==> config.mk <==
export PLATFORM = sky130hd
export DESIGN_NAME = rtfifo_spi_master
export DESIGN_NICKNAME = d
export VERILOG_FILES = /design/src/rtl/rtfifo_spi_master_pkg.sv /design/src/rtl/rtfifo_spi_sck_gen.sv /design/src/rtl/rtfifo_spi_master.sv
export SDC_FILE = /design/constraint.sdc
export NUM_CORES = 1
export LEC_CHECK = 0
export ABC_AREA = 1
export BUFFER_PORTS_ARGS = -buffer_cell sky130_fd_sc_hd__buf_2
export CORE_UTILIZATION = 55
export DETAILED_ROUTE_END_ITERATION = 6
export MAX_ROUTING_LAYER = met4
export PLACE_DENSITY = 0.78
export SKIP_CTS_REPAIR_TIMING = 1
export SLEW_MARGIN = 25
export SYNTH_ARGS = -nofsm -noshare
export SYNTH_HDL_FRONTEND = slang
export SYNTH_SLANG_ARGS = --single-unit
==> constraint.sdc <==
create_clock -name Clk -period 1.4 [get_ports Clk]
set_input_delay 0.28 -clock Clk [delete_from_list [all_inputs] [get_ports Clk]]
set_output_delay 0.28 -clock Clk [all_outputs]
set_load 0.03 [all_outputs]
==> src/rtl/rtfifo_spi_master_pkg.sv <==
// Shared types and helpers for the FIFO-to-SPI link master.
// Optional mode select is enabled with the RTFIFO_SPI_MODE_SEL_EN macro.
package rtfifo_spi_master_pkg;

  localparam int unsigned StateW  = 5;
  localparam int unsigned BitCntW = 3;

  // One-hot state encoding; StIdle is the reset state.
  typedef enum logic [StateW-1:0] {
    StIdle  = 5'b00001,
    StLoad  = 5'b00010,
    StShift = 5'b00100,
    StStore = 5'b01000,
    StGap   = 5'b10000
  } state_e;

  function automatic int unsigned clog2(input int unsigned v);
    int unsigned r;
    r = 0;
    while ((64'd1 << r) < 64'(v)) begin
      r++;
    end
    return r;
  endfunction

  // Counter width able to hold 0..v-1, never narrower than one bit.
  function automatic int unsigned div_width(input int unsigned v);
    return (clog2(v) > 0) ? clog2(v) : 1;
  endfunction

endpackage

==> src/rtl/rtfifo_spi_sck_gen.sv <==
// SCK divider: toggles SCK every pDiv cycles while enabled and flags the
// leading/trailing edges one cycle ahead of the registered SCK change.
module rtfifo_spi_sck_gen
  import rtfifo_spi_master_pkg::*;
#(
  parameter int unsigned pDiv = 4
) (
  input  logic clk_i,
  input  logic rst_i,
  input  logic en_i,
  input  logic idle_lvl_i,
  output logic sck_o,
  output logic lead_o,
  output logic trail_o
);

  localparam int unsigned DivW = div_width(pDiv);

  logic [DivW-1:0] cnt_q, cnt_d;
  logic            sck_q, sck_d;
  logic            tick;

  assign tick    = en_i && (cnt_q == DivW'(pDiv - 1));
  assign lead_o  = tick && (sck_q == idle_lvl_i);
  assign trail_o = tick && (sck_q != idle_lvl_i);
  assign sck_o   = sck_q;

  always_comb begin
    cnt_d = '0;
    sck_d = idle_lvl_i;
    if (en_i) begin
      cnt_d = tick ? '0 : cnt_q + DivW'(1);
      sck_d = tick ? ~sck_q : sck_q;
    end
  end

  always_ff @(posedge clk_i) begin
    if (rst_i) begin
      cnt_q <= '0;
      sck_q <= 1'b0;
    end else begin
      cnt_q <= cnt_d;
      sck_q <= sck_d;
    end
  end

endmodule

==> src/rtl/rtfifo_spi_master.sv <==
// Pops bytes from the Tx FIFO, exchanges each over an SPI master port and
// pushes the received byte to the Rx FIFO. Mode select: RTFIFO_SPI_MODE_SEL_EN.
module rtfifo_spi_master
  import rtfifo_spi_master_pkg::*;
#(
  parameter int unsigned pDiv      = 4,
  parameter int unsigned pFIFO_Gap = 8
) (
  input  logic       Clk,
  input  logic       Rst,
  input  logic       En,
  input  logic       TF_EF,
  input  logic [7:0] TDO,
  output logic       TF_Rd,
  input  logic       RF_FF,
  output logic [7:0] RDI,
  output logic       RF_Wr,
  output logic       SCK,
  output logic       MOSI,
  input  logic       MISO,
  output logic       SS_n,
  output logic       Busy
`ifdef RTFIFO_SPI_MODE_SEL_EN
  ,
  input  logic       CPOL,
  input  logic       CPHA
`endif
);

  localparam int unsigned GapW = div_width(pFIFO_Gap + 1);

  state_e             state_q, state_d;
  logic [7:0]         tx_sr_q, tx_sr_d;
  logic [7:0]         rx_sr_q, rx_sr_d;
  logic [BitCntW-1:0] bit_cnt_q, bit_cnt_d;
  logic [GapW-1:0]    gap_q, gap_d;
  logic [7:0]         rdi_q, rdi_d;
  logic               tf_rd_q, tf_rd_d;
  logic               rf_wr_q, rf_wr_d;
  logic               ss_n_q, ss_n_d;
  logic               mosi_q, mosi_d;
  logic               cpol_q, cpol_d;
  logic               cpha_q, cpha_d;
  logic               cpol_in, cpha_in;
  logic               lead, trail, sample, shift_out;

`ifdef RTFIFO_SPI_MODE_SEL_EN
  assign cpol_in = CPOL;
  assign cpha_in = CPHA;
`else
  assign cpol_in = 1'b0;
  assign cpha_in = 1'b0;
`endif

  rtfifo_spi_sck_gen #(
    .pDiv(pDiv)
  ) u_sck_gen (
    .clk_i     (Clk),
    .rst_i     (Rst),
    .en_i      (state_q == StShift),
    .idle_lvl_i(cpol_q),
    .sck_o     (SCK),
    .lead_o    (lead),
    .trail_o   (trail)
  );

  // CPHA=0 samples on the leading edge and shifts on the trailing; CPHA=1 swaps.
  assign sample    = cpha_q ? trail : lead;
  assign shift_out = cpha_q ? lead : trail;

  always_comb begin
    state_d   = state_q;
    tx_sr_d   = tx_sr_q;
    rx_sr_d   = rx_sr_q;
    bit_cnt_d = bit_cnt_q;
    rdi_d     = rdi_q;
    ss_n_d    = ss_n_q;
    mosi_d    = mosi_q;
    cpol_d    = cpol_q;
    cpha_d    = cpha_q;
    tf_rd_d   = 1'b0;
    rf_wr_d   = 1'b0;
    gap_d     = (gap_q != '0) ? gap_q - GapW'(1) : '0;

    unique case (state_q)
      StIdle: begin
        ss_n_d = 1'b1;
        mosi_d = 1'b0;
        cpol_d = cpol_in;
        cpha_d = cpha_in;
        if (En && !TF_EF) begin
          state_d = StLoad;
          tf_rd_d = 1'b1;
        end
      end
      StLoad: begin
        tx_sr_d   = TDO;
        mosi_d    = TDO[7];
        ss_n_d    = 1'b0;
        rx_sr_d   = '0;
        bit_cnt_d = '0;
        gap_d     = GapW'(pFIFO_Gap);
        state_d   = StShift;
      end
      StShift: begin
        if (shift_out) begin
          mosi_d  = cpha_q ? tx_sr_q[7] : tx_sr_q[6];
          tx_sr_d = {tx_sr_q[6:0], 1'b0};
        end
        if (sample) begin
          rx_sr_d = {rx_sr_q[6:0], MISO};
        end
        if (trail) begin
          bit_cnt_d = bit_cnt_q + BitCntW'(1);
          if (bit_cnt_q == '1) begin
            state_d = StStore;
          end
        end
      end
      StStore: begin
        if (!RF_FF && (gap_q == '0)) begin
          rf_wr_d = 1'b1;
          rdi_d   = rx_sr_q;
          gap_d   = GapW'(pFIFO_Gap);
          state_d = StGap;
        end
      end
      StGap: begin
        // Leave on the cycle the counter reaches zero so the byte period is exact.
        if (gap_q <= GapW'(1)) begin
          if (En && !TF_EF) begin
            state_d = StLoad;
            tf_rd_d = 1'b1;
          end else begin
            state_d = StIdle;
            ss_n_d  = 1'b1;
          end
        end
      end
      default: begin
        state_d = StIdle;
        ss_n_d  = 1'b1;
      end
    endcase
  end

  always_ff @(posedge Clk) begin
    if (Rst) begin
      state_q   <= StIdle;
      tx_sr_q   <= '0;
      rx_sr_q   <= '0;
      bit_cnt_q <= '0;
      gap_q     <= '0;
      rdi_q     <= '0;
      tf_rd_q   <= 1'b0;
      rf_wr_q   <= 1'b0;
      ss_n_q    <= 1'b1;
      mosi_q    <= 1'b0;
      cpol_q    <= 1'b0;
      cpha_q    <= 1'b0;
    end else begin
      state_q   <= state_d;
      tx_sr_q   <= tx_sr_d;
      rx_sr_q   <= rx_sr_d;
      bit_cnt_q <= bit_cnt_d;
      gap_q     <= gap_d;
      rdi_q     <= rdi_d;
      tf_rd_q   <= tf_rd_d;
      rf_wr_q   <= rf_wr_d;
      ss_n_q    <= ss_n_d;
      mosi_q    <= mosi_d;
      cpol_q    <= cpol_d;
      cpha_q    <= cpha_d;
    end
  end

  assign TF_Rd = tf_rd_q;
  assign RF_Wr = rf_wr_q;
  assign RDI   = rdi_q;
  assign SS_n  = ss_n_q;
  assign MOSI  = mosi_q;
  assign Busy  = (state_q != StIdle);

endmodule
* Yosys cells after proc, flatten, opt, wreduce, memory -nomap -nowiden
Cells that the tools add are included.
** Cells by class
- Add/subtract/negate cells :: 3
- $lt $le $gt $ge :: 1
- Eq/ne operators :: 16
- Multiplexer cells :: 27
- Bitwise logic cells :: 4
- Reductions and logical operators :: 20
** Operators with widths (count)
- $mux 5 :: 5
- $pmux 5 s5 :: 1
- $ne 2x2->1 const B :: 8
- $pmux 8 s2 :: 1
- $pmux 7 s2 :: 1
- $mux 1 :: 8
- $mux 4 :: 2
- $mux 8 :: 1
- $pmux 4 s2 :: 1
- $reduce_and 2->1 :: 4
- $mux 7 :: 1
- $pmux 1 s3 :: 2
- $pmux 3 s2 :: 1
- $eq 5x1->1 const B :: 1
- $eq 5x2->1 const B :: 1
- $eq 5x3->1 const B :: 1
- $eq 5x4->1 const B :: 1
- $eq 5x5->1 const B :: 1
- $logic_and 1x1->1 :: 5
- $ne 5x1->1 const B :: 1
- $reduce_and 5->1 :: 1
- $le 4x1->1 const B :: 1
- $logic_not 4->1 :: 1
- $not 1->1 :: 4
- other kinds (15) :: 17
** Word-level totals
- Register bits after elaboration :: 42
- Input port bits :: 14
- Output and inout bits :: 14
- Word-level logic and storage cells :: 83

* Logic depth before layout (Yosys ltp)
Gate-level depths: netlist (run 1).
- Word-level depth :: 5
- Mapped depth :: 10
- Gate-level depth less buffers :: 9

* Modules after synthesis
Synthesis (run 1) repeated with hierarchy kept, for this count alone.
** Unflattened totals
- Cell total of the unflattened synthesis :: 269
- Area total of the unflattened synthesis :: 1928.1 sq um
** By module, submodules not included
- rtfifo_spi_master :: instances 1, cells each 247, area an instance 1775.5 sq um, seq. area each 780.7 sq um
- rtfifo_spi_sck_gen :: instances 1, cells each 22, area an instance 152.6 sq um, seq. area each 60.1 sq um

* Worst setup path before layout (run 1)
No wires, ideal clock.
- Kind :: register to register
- From :: register u_sck_gen.sck_q (netlist: u_sck_gen.sck_o)
- To :: register tx_sr_q[1]
- Library setup time :: 0.116 ns
- Arrival :: 1.269 ns
- Required time :: 1.284 ns
- Path slack :: 0.015 ns
- Cell stages (with the launch flop) :: 6
- Buffers on the path :: 0
- Clock period less this slack :: 1.385 ns
- Path through :: dfxtp_1 > nand2_1 > o21ai_2 > inv_2 > nor2_1 > nor2_1
** Between the ends
- Cells in the longest elaborated chain, start to end :: 3
** Ends and longest elaborated chain
- from (decl) :: line rtfifo_spi_sck_gen.sv:20 : logic sck_q, sck_d;
- from (signal assigned) :: line rtfifo_spi_sck_gen.sv:43 : sck_q <= sck_d;
- $logic_and 1x1->1 :: line rtfifo_spi_sck_gen.sv:25 : assign trail_o = tick && (sck_q != idle_lvl_i);
- $ne 2x2->1 (no source line)
- $reduce_and 2->1 (no source line)
- to (signal assigned) :: line rtfifo_spi_master.sv:163 : tx_sr_q <= tx_sr_d;
- to (decl) :: line rtfifo_spi_master.sv:33 : logic [7:0] tx_sr_q, tx_sr_d;
Every way passes these cells.
A chain may end at the register's enable or synchronous reset.

* Worst setup path after layout (run 1)
- From :: register state_q[3]
- To :: output port Busy
** Between the ends
- Cells in the longest elaborated chain, start to end :: 1
** Ends and longest elaborated chain
- from (decl) :: line rtfifo_spi_master.sv:32 : state_e state_q, state_d;
- from (signal assigned) :: line rtfifo_spi_master.sv:149 : state_q <= StIdle;
- from (signal assigned) :: line rtfifo_spi_master.sv:162 : state_q <= state_d;
- $ne 5x1->1 :: line rtfifo_spi_master.sv:182 : assign Busy = (state_q != StIdle);
- to (decl) :: line rtfifo_spi_master.sv:22 : output logic Busy
Every way passes these cells.

==> results of run 1 <==
[metal layers]
| layer | vias to the layer above | wire [µm] | GRT usage [%] |
|---|---|---|---|
| met2 | 33 | 1730 | 36.53 |
| met5 | - | 0 | - |
| met4 | 0 | 61 | 9.864 |
| met1 | 748 | 1746 | 29.18 |
| li1 | 858 | - | - |
| met3 | 4 | 136 | 7.473 |
[stage by stage]
stage / util, % / total power [mW] / hold slack, ps / cells / TNS [ps]
final: 71.93 / 3.530 / 170.2 / 328 / -67.56
after global routing: 71.93 / 3.753 / 166.8 / 328 / -2051
after CTS: 68.81 / 3.292 / 164.7 / 325 / -211.0
after detailed placement: 66.15 / 2.494 / 414.9 / 318 / 0
after global placement: 66.15 / 2.483 / 405.6 / 318 / -1.713
after floorplan: - / 2.216 / 398.3 / 242 / 0
[layout make-up]
class	instances	area [µm²]
clock buffer	6	51.30
clock inverter	1	30.03
fill	257	857.1
inverter	19	71.32
multi-input combinational	175	873.3
sequential	42	848.3
tap	44	55.05
timing repair buffer	41	266.5
[Yosys cell counts]
master,number,share of area (%)
o211ai_1,1,0.42
dfxtp_1,42,47
o21ai_2,1,0.49
nor2_1,48,10
nor4_1,2,0.71
nand2_1,60,13
nand3_1,9,2.5
nor3_4,1,0.92
nand4_1,4,1.4
a21oi_1,15,4.2
ha_1,3,2.1
o21ai_1,2,0.56
o21ai_0,15,4.2
inv_2,7,1.5
nor3_1,2,0.56
nor3_2,1,0.56
inv_1,12,2.5
clkbuf_1,4,0.85
buf_6,2,1.3
nand3b_1,1,0.42
nor2_4,2,1.3
or2_2,1,0.35
nor2_2,5,1.8
nand3_2,1,0.56
a31oi_1,1,0.35
[cells by family after synthesis]
family / Yosys count / synth area share [%]
adder cells (fa/ha/maj): 3 / 2.119
AND/OR/NAND/NOR: 137 / 33.97
flip-flops: 42 / 47.46
buffers and inverters: 25 / 6.144
AO/OA/AOI/OAI: 35 / 10.31
[power by group]
| part | internal, mW | leakage, nW | total [mW] | switching, mW |
|---|---|---|---|---|
| registers | 1.35 | 0.342 | 1.47 | 0.121 |
| clock network | 0.416 | 0.0443 | 0.809 | 0.393 |
| logic | 0.518 | 0.672 | 1.25 | 0.732 |
[tightest hold or removal path: stages]
cell	delay, ps
buf_2	100
nand2_1	50
a21oi_1	50
[final timing paths]
check	startpoint	to	slack, ps
min	MISO	rx_sr_q[0]$_SDFFE_PP0P_	170
max reg2reg	state_q[2]$_SDFFE_PP0P_	rx_sr_q[0]$_SDFFE_PP0P_	0
min reg2reg	u_sck_gen.cnt_q[0]$_SDFF_PP0_	u_sck_gen.cnt_q[0]$_SDFF_PP0_	420
max	state_q[3]$_SDFFE_PP0P_	Busy	-60
[state kept, by name, summed over array words and instances (netlist names), 2 cells and up]
register         count
state_q              5
u_sck_gen.cnt_q      2
tx_sr_q              7
RDI                  8
bit_cnt_q            3
rx_sr_q              8
gap_q                4
==> flow_summary.yaml, run 1 <==
status:
  outcome: "finished with violations"
  violations: "setup timing"
worst_setup_path:
  startpoint_type: "register"
  worst-r2r-cell-count: 8
  crit_family: "flip-flops"
  end_kind: "output pin"
  required_ps: 1120
  path_buf_inv: 2
  critPathKind: "register to output pin"
  cpMostUsedCell: "buf_6"
  crit_fanout: 4
  slowest_stage: "dfxtp_4"
  crit_chain: "nor2_4 > buf_6 > nand3_4 > buf_6"
  slowest_delay_ps: 380
  critical_path_depth: 4
  worstPathArrival_ps: 1180
cells_and_area:
  final_common_cell: "nand2_1"
  design_area_um2: 2196
  diodes: 0
  nets: 301
  area_growth_pct: 23.94
  drive_gt1_share_pct: 27.46
  mostFrequentLayoutCells: "nand2_1, nor2_1, dfxtp_1, buf_2, o21ai_0"
worst_hold_path:
  hold_path_class: "primary input to register"
  whs_path_depth: 3
placed_design:
  dpl_cell_area_um2: 2019
  place_congestion: 0.9109
  io_buffers: 27
  dpl_worst_slack_ps: 6.646
  dp_hpwl_um: 2552
global_route:
  antenna_found_initial: 0
  grt_usage_pct: 23.91
  grt_pass1_wl_um: 5989
  grt_pass1_vias: 1398
  grt_max_degree: 19
  grt_overflow: 0
timing:
  finalWorstSetupSlack_ps: -63.68
  setup_viol: 4
  fmax_ghz: 0.6832
  tightest_slew_ps: 253.1
  slew_headroom_pct: 83.11
  hold_viol: 0
  period_needed_ps: 1464
  drv_slew: 0
  fin_crit_sh_pct: 104.5
  rsz0062_at_grt: "true"
  worst_clock_skew_ps: 8.892
detailed_routing:
  wl_per_cell_um: 11.20
  drtIter0Drc: 81
  first_pass_iters: 4
  routed_wl_um: 3674
  via_per_inst: 5.009
  drc_errors: 0
  antenna_left: 0
  vias: 1643
die:
  die_w_um: 58.76
  core_um2: 3053
  start_util_pct: 58.03
  boundaryPins: 28
  rows: 20
  die_h_um: 58.76
  dieArea_um2: 3452
yosys:
  yosys_warnings: 0
  synth_cell_type_count: 25
  syn_nets: 259
  postSynthCellCount: 242
  avgSynthCellArea_um2: 7.321
  ys_ff_latch: 42
  synth-seq-area-share_pct: 47.46
  syn-cell-area_um2: 1772
power:
  ir_drop_mv: 1.215
  p_leak_nw: 1.058
  powerDensity_nw_per_um2: 1607
clock_network:
  root_buffer: "clkbuf_4"
  ctsHtreeMaxLevel: 2
  clkSlewWorstSetupHoldPaths_ps: 120
  cts_tree: "yes"
  clk_path_buf_depth: 2
  numCtsBuffers: 5
  insertion_delay_ps: 360
  cts.sinks: 42
flow_run:
  drv_cap: 0
No activity file was read; power rests on OpenSTA's default activity.
==> run 2, diff against run 1 <==
Settings changed: CORE_MARGIN set to 8.
==> run 2 against run 1 <==
Effect of this change:
- the flow still finishes with violations (setup timing)
- cell area increased by 3.3%
- hold slack got worse by 3.7 ps
- first-iteration DRC count grew 54%
- highest routed layer unchanged
==> flow_summary.yaml, run 2 (synthesis results as in run 1) <==
global_route:
  grt_pass1_wl_um: 6492
  grt_overflow: 0
  grt_max_degree: 23
  antenna_found_initial: 0
  grt_pass1_vias: 1531
  grt_usage_pct: 15.35
timing:
  drv_slew: 0
  setup_viol: 13
  hold_viol: 0
  tightest_slew_ps: 238.5
  slew_headroom_pct: 83.95
  fin_tns_setup_ps: -314.5
  finalWorstSetupSlack_ps: -48.34
  worst_clock_skew_ps: 14.74
  period_needed_ps: 1448
  fin_crit_sh_pct: 103.5
  rsz0062_at_grt: "true"
  fmax_ghz: 0.6904
clock_network:
  numCtsBuffers: 5
  ctsHtreeMaxLevel: 2
  root_buffer: "clkbuf_4"
  clkSlewWorstSetupHoldPaths_ps: 130
  cts_tree: "yes"
  cts.sinks: 42
  insertion_delay_ps: 350
  clk_path_buf_depth: 2
worst_setup_path:
  crit_fanout: 4
  critPathLaunch: "state_q[0]$_SDFFE_PP1P_"
  end_kind: "output pin"
  reg2reg_from: "state_q[1]$_SDFFE_PP0P_"
  worstPathArrival_ps: 1170
  required_ps: 1120
  startpoint_type: "register"
  critPathKind: "register to output pin"
die:
  core_um2: 3053
  dieArea_um2: 5293
  rows: 20
  start_util_pct: 58.03
  die_w_um: 72.76
  die_h_um: 72.76
  boundaryPins: 28
detailed_routing:
  first_pass_iters: 4
  via_per_inst: 5.151
  wl_per_cell_um: 12.66
  routed_wl_um: 4192
  drc_errors: 0
  vias: 1705
  antenna_left: 0
  drtIter0Drc: 125
power:
  powerDensity_nw_per_um2: 1480
  ir_drop_mv: 0.7483
  p_leak_nw: 1.057
cells_and_area:
  diodes: 0
  utilization_pct: 74.30
  fillers: 242
  area_growth_pct: 28.04
  drive_gt1_share_pct: 34.15
  nets: 304
  mostFrequentLayoutCells: "nand2_1, nor2_1, dfxtp_1, buf_2, a21oi_1"
  final_common_cell: "nand2_1"
flow_run:
  drv_cap: 0
status:
  violations: "setup timing"
  outcome: "finished with violations"
placed_design:
  place_congestion: 0.9215
  io_buffers: 27
  dp_hpwl_um: 2730
  dpl_worst_slack_ps: -31.82
worst_hold_path:
  worstHoldStart: "MISO"
  hold_path_class: "primary input to register"
run 2: final timing paths:
check                                   to  slack (ps)  cells after the start
max reg2reg            RDI[5]$_SDFFE_PP0P_         -40                      8
min reg2reg  u_sck_gen.cnt_q[0]$_SDFF_PP0_         450                      1
max                                   Busy         -50                      4
min                rx_sr_q[0]$_SDFFE_PP0P_         170                      3
run 2: metrics by stage:
stage               instance area [µm²]  hold WS [ps]  power, mW  instances
finish                             2268         166.5      3.358        331
global route                       2268         149.7      3.573        331
CTS                                2052         176.7      3.016        323
detailed placement                 2004         410.7      2.477        316
global placement                   2004         410.5      2.467        316
floorplan                          1772         398.3      2.216        242
run 2: where the power goes:
| group | switching [mW] | leakage, nW | internal (mW) |
|---|---|---|---|
| combinational | 0.777 | 0.684 | 0.531 |
| clock | 0.373 | 0.0308 | 0.181 |
| sequential | 0.142 | 0.343 | 1.35 |
run 2: layout make-up:
class                      count  area [µm²]  share of cell area (%)
inverter                      19       78.83                   3.475
sequential                    42       853.3                   37.62
tap                           44       55.05                   2.427
clock buffer                   5       37.54                   1.655
clock inverter                 2       10.01                  0.4413
multi-input combinational    175       937.1                   41.31
timing repair buffer          44       296.5                   13.07
run 2: worst max-delay path: stages, from the launching register on:
cell and delay (ps):
dfxtp_4 400, inv_4 40, nor2_4 100, nand3_2 110
buf_6 160
run 2: metal layers:
metal	vias up	routed length (µm)	global-route usage [%]
met5	-	0	-
met4	0	55	6.889
met3	7	168	3.846
met2	33	2047	22.96
met1	797	1920	18.99
li1	868	-	-
